===== src/rtl/positron_layer_ctrl.sv =====
// Framing and result-serialisation controller for one dense posit layer.
// Cuts the input stream into frames for the neuron array and drains captured results through a ping-pong buffer.
module positron_layer_ctrl #(
  parameter int NB_UPSTREAM_POSITRON = 784,
  parameter int NB_POSITRON          = 20,
  parameter int POSIT_WIDTH          = 16,
  parameter int NB_LANES             = 1
) (
  input  logic                                clk,
  input  logic                                rst_n,
  output logic                                rtr_o,
  input  logic                                rts_i,
  input  logic                                eow_i,
  input  logic [POSIT_WIDTH-1:0]              posit_i,
  output logic                                arr_rts_o,
  output logic                                arr_sow_o,
  output logic                                arr_eow_o,
  output logic [POSIT_WIDTH-1:0]              arr_posit_o,
  input  logic                                arr_rtr_i,
  input  logic                                res_rts_i,
  input  logic                                res_eow_i,
  input  logic [NB_POSITRON*POSIT_WIDTH-1:0]  res_data_i,
  output logic                                res_rtr_o,
  input  logic                                rtr_i,
  output logic                                rts_o,
  output logic                                eow_o,
  output logic [NB_LANES*POSIT_WIDTH-1:0]     posit_o,
  output logic [NB_LANES-1:0]                 keep_o,
  output logic                                short_frame_o,
  output logic [15:0]                         frame_cnt_o
);

  localparam int NB_BEATS = (NB_POSITRON + NB_LANES - 1) / NB_LANES;
  localparam int BEAT_W   = (NB_BEATS > 1) ? $clog2(NB_BEATS) : 1;
  localparam int WC_W     = $clog2(NB_UPSTREAM_POSITRON);
  localparam int RES_W    = NB_POSITRON * POSIT_WIDTH;

  logic [WC_W-1:0]   wc_q;
  logic [15:0]       frame_cnt_q;
  logic              short_q;
  logic              tlast_q;
  logic              wr_bank_q;
  logic              rd_bank_q;
  logic [1:0]        full_q;
  logic [1:0]        tag_q;
  logic [BEAT_W-1:0] beat_q;
  logic [RES_W-1:0]  bank_q [2];

  logic accept;
  logic wc_last;
  logic capture;
  logic xfer;
  logic last_beat;

  assign rtr_o       = arr_rtr_i;
  assign arr_rts_o   = rts_i;
  assign arr_posit_o = posit_i;
  assign accept      = rts_i & arr_rtr_i;

  assign wc_last   = (wc_q == WC_W'(NB_UPSTREAM_POSITRON - 1));
  assign arr_sow_o = rts_i & (wc_q == '0);
  assign arr_eow_o = rts_i & (wc_last | eow_i);

  assign res_rtr_o = ~full_q[wr_bank_q];
  assign capture   = res_rts_i & res_eow_i & res_rtr_o;

  assign rts_o     = full_q[rd_bank_q];
  assign last_beat = (beat_q == BEAT_W'(NB_BEATS - 1));
  assign xfer      = rts_o & rtr_i;
  assign eow_o     = rts_o & tag_q[rd_bank_q] & last_beat;

  assign short_frame_o = short_q;
  assign frame_cnt_o   = frame_cnt_q;

  // Gated by rts_o so an empty or just-reset buffer presents zeros.
  always_comb begin
    posit_o = '0;
    keep_o  = '0;
    if (rts_o) begin
      for (int j = 0; j < NB_LANES; j++) begin
        if (int'(beat_q) * NB_LANES + j < NB_POSITRON) begin
          posit_o[j*POSIT_WIDTH +: POSIT_WIDTH] =
            bank_q[rd_bank_q][(int'(beat_q) * NB_LANES + j) * POSIT_WIDTH +: POSIT_WIDTH];
          keep_o[j] = 1'b1;
        end
      end
    end
  end

  always_ff @(posedge clk or negedge rst_n) begin
    if (!rst_n) begin
      wc_q        <= '0;
      frame_cnt_q <= '0;
      short_q     <= 1'b0;
      tlast_q     <= 1'b0;
      wr_bank_q   <= 1'b0;
      rd_bank_q   <= 1'b0;
      full_q      <= '0;
      tag_q       <= '0;
      beat_q      <= '0;
    end else begin
      if (accept) begin
        if (arr_eow_o) begin
          wc_q        <= '0;
          frame_cnt_q <= frame_cnt_q + 16'd1;
        end else begin
          wc_q <= wc_q + WC_W'(1);
        end
      end
      short_q <= accept & eow_i & ~wc_last;

      // A capture in the same cycle as a new tlast takes the old flag value.
      if (accept & eow_i)
        tlast_q <= 1'b1;
      else if (capture)
        tlast_q <= 1'b0;

      if (capture) begin
        tag_q[wr_bank_q]  <= tlast_q;
        full_q[wr_bank_q] <= 1'b1;
        wr_bank_q         <= ~wr_bank_q;
      end

      if (xfer) begin
        if (last_beat) begin
          beat_q            <= '0;
          full_q[rd_bank_q] <= 1'b0;
          rd_bank_q         <= ~rd_bank_q;
        end else begin
          beat_q <= beat_q + BEAT_W'(1);
        end
      end
    end
  end

  always_ff @(posedge clk) begin
    if (capture)
      bank_q[wr_bank_q] <= res_data_i;
  end

endmodule


===== config.mk =====
export PLATFORM = sky130hd
export DESIGN_NAME = positron_layer_ctrl
export DESIGN_NICKNAME = d
export VERILOG_FILES = /design/src/rtl/positron_layer_ctrl.sv
export SDC_FILE = /design/constraint.sdc
export NUM_CORES = 1
export LEC_CHECK = 0
export ABC_AREA = 1
export CORE_MARGIN = 4
export CORE_UTILIZATION = 25
export CTS_CLUSTER_SIZE = 16
export DETAILED_ROUTE_END_ITERATION = 12
export GPL_TIMING_DRIVEN = 0
export SETUP_SLACK_MARGIN = 0.1
export SKIP_CTS_REPAIR_TIMING = 1
export SLEW_MARGIN = 10
export SYNTH_ARGS = -nofsm -noshare
export SYNTH_HDL_FRONTEND = slang
export SYNTH_SLANG_ARGS = --single-unit

===== constraint.sdc =====
create_clock -name clk -period 37.9 [get_ports clk]
set_clock_uncertainty 0.05 [all_clocks]
set_input_delay 5.685 -clock clk [delete_from_list [all_inputs] [get_ports clk]]
set_output_delay 5.685 -clock clk [all_outputs]
set_load 0.02 [all_outputs]

Yosys cells after proc, flatten, opt, wreduce, memory -nomap -nowiden
Memories as Yosys holds them, arrays and structs flattened.
Index checks and enable logic that the tools add are counted.
{"block": "totals", "register_bits": 39, "latchBits": 0, "ramBits": 640, "rom_bits": 0, "input_bits": 344, "mem_count": 1}
{"block": "classes", "addsub": 3, "mul": 0, "div": 0, "magnitude_cmp": 5, "n_eq_ne": 2, "shifts": 1, "mux": 24, "n_bitwise": 18, "n_reduce_logical": 6}
{"memory": "bank_q", "depth": 2, "word_bits": 320, "rd": 1, "rd_ports_with_merged_regs": 0, "write_ports": 1, "line_no": "47", "text": "logic [RES_W-1:0] bank_q [2];"}
{"cell": "320-bit by 10-bit variable part select with 16-bit output", "n": 1}
{"cell": "16-bit two-way mux", "n": 2}
{"cell": "16-bit by 1-bit adder with 16-bit output (second input constant)", "n": 1}
{"cell": "1-bit two-way mux", "n": 14}
{"cell": "10-bit by 1-bit adder with 10-bit output (second input constant)", "n": 1}
{"cell": "1-bit bitwise AND", "n": 10}
{"cell": "10-bit == test (second input constant)", "n": 1}
{"cell": "10-bit zero test", "n": 1}
{"cell": "10-bit two-way mux", "n": 1}
{"cell": "2-bit two-way mux", "n": 3}
{"cell": "5-bit by 1-bit adder with 5-bit output (second input constant)", "n": 1}
{"cell": "5-bit == test (second input constant)", "n": 1}
{"cell": "5-bit less-than comparator (second input constant)", "n": 1}
{"cell": "5-bit two-way mux", "n": 1}
{"cell": "1-bit by 2-bit less-than comparator with 1-bit output (second input constant)", "n": 2}
{"cell": "1-bit NOT", "n": 4}
{"cell": "2-bit AND reduction", "n": 2}
{"cell": "2-bit bitwise AND", "n": 1}
{"cell": "2-bit bitwise mux", "n": 1}
{"cell": "1-bit demux with 1-bit select", "n": 2}
{"cell": "1-bit >= comparator (second input constant)", "n": 2}
{"cell": "1-bit logical AND", "n": 2}
{"cell": "2-bit NOT", "n": 1}
{"cell": "2-bit OR", "n": 1}
{"cell": "other kinds (2)", "n": 2}

Depth between registers and ports, before layout
Gate-level depths: netlist of run 1.
{"block": "logic_depth", "depth_word": 9, "depth_mapped": 15, "mapped_depth_nobuf": 13}

Least setup slack after synthesis of run 1
OpenSTA, ideal clock, no wires.
{"block": "synth_timing", "path_kind": "input to register", "from": "input res_rts_i", "to": "memory bank_q[1][0] (netlist name), enable pin", "setup_time_ps": 1013, "arrival_time_ps": 19143, "t_required_ps": 36837, "slack_ps": 17694, "stages": 2, "cell_sequence": "nand3_1 nor2_1"}
{"block": "synth_via", "elab_chain_len": 4}
{"item": "start: declaration", "line_no": "20", "text": "input logic res_rts_i,"}
{"item": "1-bit bitwise AND (2 in a row)", "line_no": "65", "text": "assign capture = res_rts_i & res_eow_i & res_rtr_o;"}
{"item": "1-bit two-way mux", "line_no": "137", "text": "if (capture)"}
{"item": "1-bit two-way mux (not written as such)", "line_no": "138", "text": "bank_q[wr_bank_q] <= res_data_i;"}
{"item": "end: declaration", "line_no": "47"}
Every way passes these cells.

Final worst setup path of run 1
{"block": "layout_timing", "from": "input rts_i", "to": "output arr_sow_o"}
{"block": "layout_via", "elab_chain_len": 1}
{"item": "start: declaration", "line_no": "12", "text": "input logic rts_i,"}
{"item": "1-bit bitwise AND", "line_no": "61", "text": "assign arr_sow_o = rts_i & (wc_q == '0);"}
{"item": "end: declaration", "line_no": "16", "text": "output logic arr_sow_o,"}
Every way passes these cells.

==> impl_metrics.ini, run 1 <==
[run_status]
status = finished, final reports clean

[worst_setup_path]
crit_arrival_ns = 7.21
crit_type = in2out
reg2reg_from = wr_bank_q
start_kind = input pin
worstRegToRegCells = 9
reg2reg_to = bank_q[0][9]
crit_fanout = 4
critPathRequiredTime_ns = 32.16
rrSetupSlack_ns = 34.67
cp-end-kind = output port

[clocking]
clk_pin_slew_worst_paths_ns = 0.06
clkSinkCount = 679
numCtsBuffers = 78
clock_path_buffers = 3
root_buffer = clkbuf_16
worst_skew_pair.late_latency_ns = 0.64
tritoncts = built
htreeDepth = 3

[detailed_routing]
first_pass_iters = 6
wl_per_cell_um = 22.28
dr_total_vias = 20678
post-route-drc-count = 0
ant_nets = 0
drt-initial-drc-count = 1791
viasPerCell = 4.460
wl_um = 103300

[logic_synthesis]
yosysTopAreaCell = edfxtp_1
syn_nets = 2922
synth_edf_count = 640
synthArstFlopShare = 0.05744
ys_seq_area_frac = 0.7035
yosysWarnings = 0
synth_top_area_share = 0.6695
synthesis.instances = 2574
syn_area_per_cell_um2 = 11.15
ys_top_cells_by_area = edfxtp_1 (67%), nand2_1 (8.9%), nor2_1 (4.3%)
syn_area_mm2 = 0.02871
ys_seq_elements = 679
yosys-top-cells-count = nand2_1 (682), edfxtp_1 (640), nor2_1 (331)
synth_ff_type = edfxtp_1
synth.most_common_cell = nand2_1
synth.distinct_cells = 39

[place]
postPlaceCellArea_mm2 = 0.03487
gp_routability_congestion = 0.8367
dp.final_hpwl_um = 77210
port_buffers = 384

[sta]
rsz0062_at_grt = no
timing.final.crit_share = 0.3417
period_needed_ns = 12.95
whs_ns = 0.4419
timing.final.max_slew_violations = 0
maxSlewHeadroom = 0.3083
finalHoldViolCount = 0
tns_ns = 0
setup_viol = 0
worstMarginPinSlew_ns = 1.038
fmax_ghz = 0.07723

[floorplan]
start_util = 0.2514
coreArea_mm2 = 0.1142
die_w_um = 346.9
die_y_um = 346.9
dieArea_mm2 = 0.1203
ioPinCount = 401
rows = 124

[job]
cap_viol_max_count = 0

[pwr]
power.density_mw_per_mm2 = 73.08
total_power_w = 0.002730
ir_drop_mv = 0.04050
p_leak_nw = 13.96

[finish]
fin_nets = 3404
multiInputGateArea_mm2 = 0.006788
area_growth_pct = 30.13
postLayoutCellArea_mm2 = 0.03735
fin_util = 0.3271
fillers = 11478
ff_latch_area_mm2 = 0.02019
drive_gt1_frac = 0.08384

[global_routing]
antenna_found_initial = 28
grt_pass1_vias = 20422
grt_max_degree = 100
grtUsageTotal = 0.1666
grt_pass1_wl_um = 143300
grt_overflow_total = 0

[worst_hold_path]
hp-class = reg2reg
worstHoldEndpoint = wr_bank_q
hp-start = wr_bank_q
worstHoldPathCells = 2
## critical path, cell delays in order
cell and delay, ns:
clkdlybuf4s50_1 0.53, nand4_1 0.11, nor4_1 0.23, clkdlybuf4s50_1 0.67
## state kept, by name, indices dropped and copies added, names as in the netlist, 2 cells and up
register / cells
bank_q: 640
beat_q: 5
frame_cnt_o: 16
full_q: 2
tag_q: 2
wc_q: 10
## where the power goes
group | switching, W | total (W) | internal [W]
registers | 0.0000250 | 0.000932 | 0.000907
logic | 0.000747 | 0.00107 | 0.000320
clock network | 0.000304 | 0.000731 | 0.000427
total | 0.00108 | 0.00273 | 0.00165
## cells by family after synthesis
kind of cell	Yosys count	share of synthesized area
buffers and inverters	350	0.06028
and+or+nand+nor	1223	0.1702
AOI/OAI and AO/OA	298	0.05815
xor gates and xnor gates	19	0.005797
DFF	679	0.7035
adders and majority gates	4	0.001744
muxes	1	0.0003487
## final cells by class
class	count	share of cell area
Sequential cell	679	0.5406
Multi-Input combinational cell	1545	0.1817
Timing Repair Buffer	402	0.1140
Clock buffer	93	0.05490
Tap cell	1512	0.05065
Buffer	152	0.02643
Inverter	198	0.02010
Clock inverter	44	0.01082
Antenna cell	11	0.0007369
## cell usage in the layout, fill, tap and decap left out, types with 27 or more instances in the layout
cell type	instances
nand2_1	682
edfxtp_1	640
clkdlybuf4s50_1	383
nor2_1	330
inv_1	186
nand3_1	176
o21ai_0	171
clkbuf_16	80
clkbuf_1	50
dfrtp_1	39
buf_4	36
o21ai_1	35
o211ai_1	35
buf_2	32
buf_6	30
a21oi_1	27
## stage by stage
step / cells / worst slack, ns
3_3_place_gp: 4470 / 7.910
3_5_place_dp: 4488 / 24.96
4_1_cts: 4625 / 24.94
6_report: 4636 / 24.95
5_1_grt: 4632 / 24.85
2_1_floorplan: 2574 / 17.69
## metal layers
| metal | track usage | part of all wire |
|---|---|---|
| met3 | 0.03212 | 0.080 |
| met5 | 0 | 0.00042 |
| met1 | 0.2206 | 0.42 |
| met4 | 0.06105 | 0.031 |
| met2 | 0.2721 | 0.47 |
## worst max path at each step
stage,start,end,slack (ns),cells past startpoint
global placement,res_rts_i,bank_q[1][121],7.91,3
global route,rts_i,arr_sow_o,24.85,4
finish,rts_i,arr_sow_o,24.95,4
detailed placement,rts_i,arr_sow_o,24.96,4
CTS,rts_i,arr_sow_o,24.94,4
floorplan,res_rts_i,bank_q[1][0],17.69,2
Note: power is estimated with default switching activity, not from simulation.
==> run 2: changes to the inputs <==
==> constraint.sdc (replaced) <==
create_clock -name clk -period 12.2 [get_ports clk]
set_clock_uncertainty 0.05 [all_clocks]
set_input_delay 1.83 -clock clk [delete_from_list [all_inputs] [get_ports clk]]
set_output_delay 1.83 -clock clk [all_outputs]
set_load 0.02 [all_outputs]
==> impl_metrics.ini, run 2 (synthesis gave the netlist of run 1 again) <==
[finish]
fin_util = 0.3261
largest_reg_flops = 640
fin_nets = 3402
area_growth_pct = 29.74
layout_common_cells = nand2_1 (682), edfxtp_1 (640), clkdlybuf4s50_1 (383)
final_common_cell = nand2_1
instances_no_fill = 4641
drive_gt1_frac = 0.08073
largest-register = bank_q

[pwr]
switchingPower_w = 0.003343
clockPowerShare = 0.263
power.density_mw_per_mm2 = 225.8
p_sw_frac = 0.3976
combPwrFrac = 0.393
internal-power_w = 0.005066
ir_drop_mv = 0.1067
p_leak_nw = 13.90
seq_power_share = 0.344

[worst_setup_path]
critPathMostFrequentCell = nand2_1
crit_type = reg2out
max_stage_delay_ns = 0.69
slowest_stage = clkbuf_1
worstPathCellList = buf_2, clkbuf_1, o21ai_0, o211ai_1, nand3_1, nand2_1, nand2_1, a21oi_2, clkdlybuf4s50_1
crit_family = buffers and inverters
crit_fanout = 10
cp-end-kind = output port
crit_arrival_ns = 4.29
critPathRequiredTime_ns = 10.32
start_kind = flop
critical_path_buf_inv_count = 3

[detailed_routing]
ant_nets = 0
post-route-drc-count = 0
wl_um = 103000
dr_total_vias = 20593
drt-initial-drc-count = 1737
wl_per_cell_um = 22.20
viasPerCell = 4.437
first_pass_iters = 5

[global_routing]
grt_overflow_total = 0
antenna_found_initial = 34
grtUsageTotal = 0.1660
grt_max_degree = 103
grt_pass1_vias = 20219
grt_pass1_wl_um = 142100

[floorplan]
coreArea_mm2 = 0.1142
die_y_um = 346.9
start_util = 0.2514
die_w_um = 346.9
rows = 124
dieArea_mm2 = 0.1203
ioPinCount = 401

[sta]
maxSlewHeadroom = 0.2826
whs_ns = 0.4341
timing.final.ws_setup_ns = 6.028
timing.final.crit_share = 0.5059
timing.final.max_slew_violations = 0
fmax_ghz = 0.1620
tns_ns = 0
worstMarginPinSlew_ns = 1.076
finalHoldViolCount = 0
rsz0062_at_grt = no
setup_viol = 0
period_needed_ns = 6.172

[clocking]
numCtsBuffers = 77
clkSinkCount = 679
worst_skew_pair.late_latency_ns = 0.64
root_buffer = clkbuf_16
clock_path_buffers = 3
tritoncts = built
htreeDepth = 3
clk_pin_slew_worst_paths_ns = 0.06

[place]
dp.final_hpwl_um = 76680
port_buffers = 384
preCtsSetupSlack_ns = 6.666
gp_routability_congestion = 0.8107
dpl.cell_count = 4487

[run_status]
status = finished, final reports clean

[job]
cap_viol_max_count = 0

[worst_hold_path]
hp-class = reg2reg
-- run 2: changes by cell type in the layout (fill, tap and decap cells not counted), sizes merged --
| cell | previous run | this run |
|---|---|---|
| clkbuf | 131 | 138 |
| clkinv | 31 | 28 |
| diode | 11 | 20 |
| clkinvlp | 4 | 1 |
| bufinv | 6 | 3 |
| inv | 201 | 200 |
| buf | 133 | 132 |
-- run 2: path summary, 6_finish.rpt --
kind | slack [ns] | end | depth (start not counted) | from
min reg2reg | 0.43 | short_frame_o | 1 | wc_q[9]
min | 0.43 | short_frame_o | 1 | wc_q[9]
max reg2reg | 9.10 | bank_q[0][245] | 9 | wr_bank_q
min in group asynchronous | 1.06 | frame_cnt_o[5] | 1 | rst_n
max | 6.03 | posit_o[9] | 9 | beat_q[0]
max in group asynchronous | 10.56 | beat_q[4] | 2 | rst_n
-- run 2: final cells by class --
type / count / area (um2)
Timing Repair Buffer: 401 / 4217
Inverter: 198 / 750.7
Buffer: 152 / 987.2
Clock inverter: 34 / 309.0
Fill cell: 11520 / 76950
Clock buffer: 100 / 2054
Sequential cell: 679 / 20190
Tap cell: 1512 / 1892
Multi-Input combinational cell: 1545 / 6788
Antenna cell: 20 / 50.05
-- run 2: per-stage QoR --
stage,total power (W),cell area [um2]
CTS,0.008527,37190
floorplan,0.004784,28710
global placement,0.006367,34440
global route,0.008888,37220
finish,0.008409,37240
detailed placement,0.006302,34830
-- run 2: routing by layer --
metal | vias up | share of wire | wire length (um) | track usage
li1 | 9687 | - | - | -
met2 | 834 | 0.47 | 48540 | 0.2709
met3 | 172 | 0.089 | 9193 | 0.04535
met5 | - | 0.0011 | 112 | 0
met4 | 20 | 0.032 | 3283 | 0.06555
met1 | 9880 | 0.41 | 41900 | 0.2095
-- run 2: power groups by stage --
stage / combinational (W) / sequential, W / clock [W]
2_1_floorplan: 0.00177 / 0.00301 / 0
3_3_place_gp: 0.00330 / 0.00306 / 0
3_5_place_dp: 0.00336 / 0.00294 / 0
4_1_cts: 0.00338 / 0.00289 / 0.00226
5_1_grt: 0.00362 / 0.00291 / 0.00236
6_report: 0.00331 / 0.00289 / 0.00221
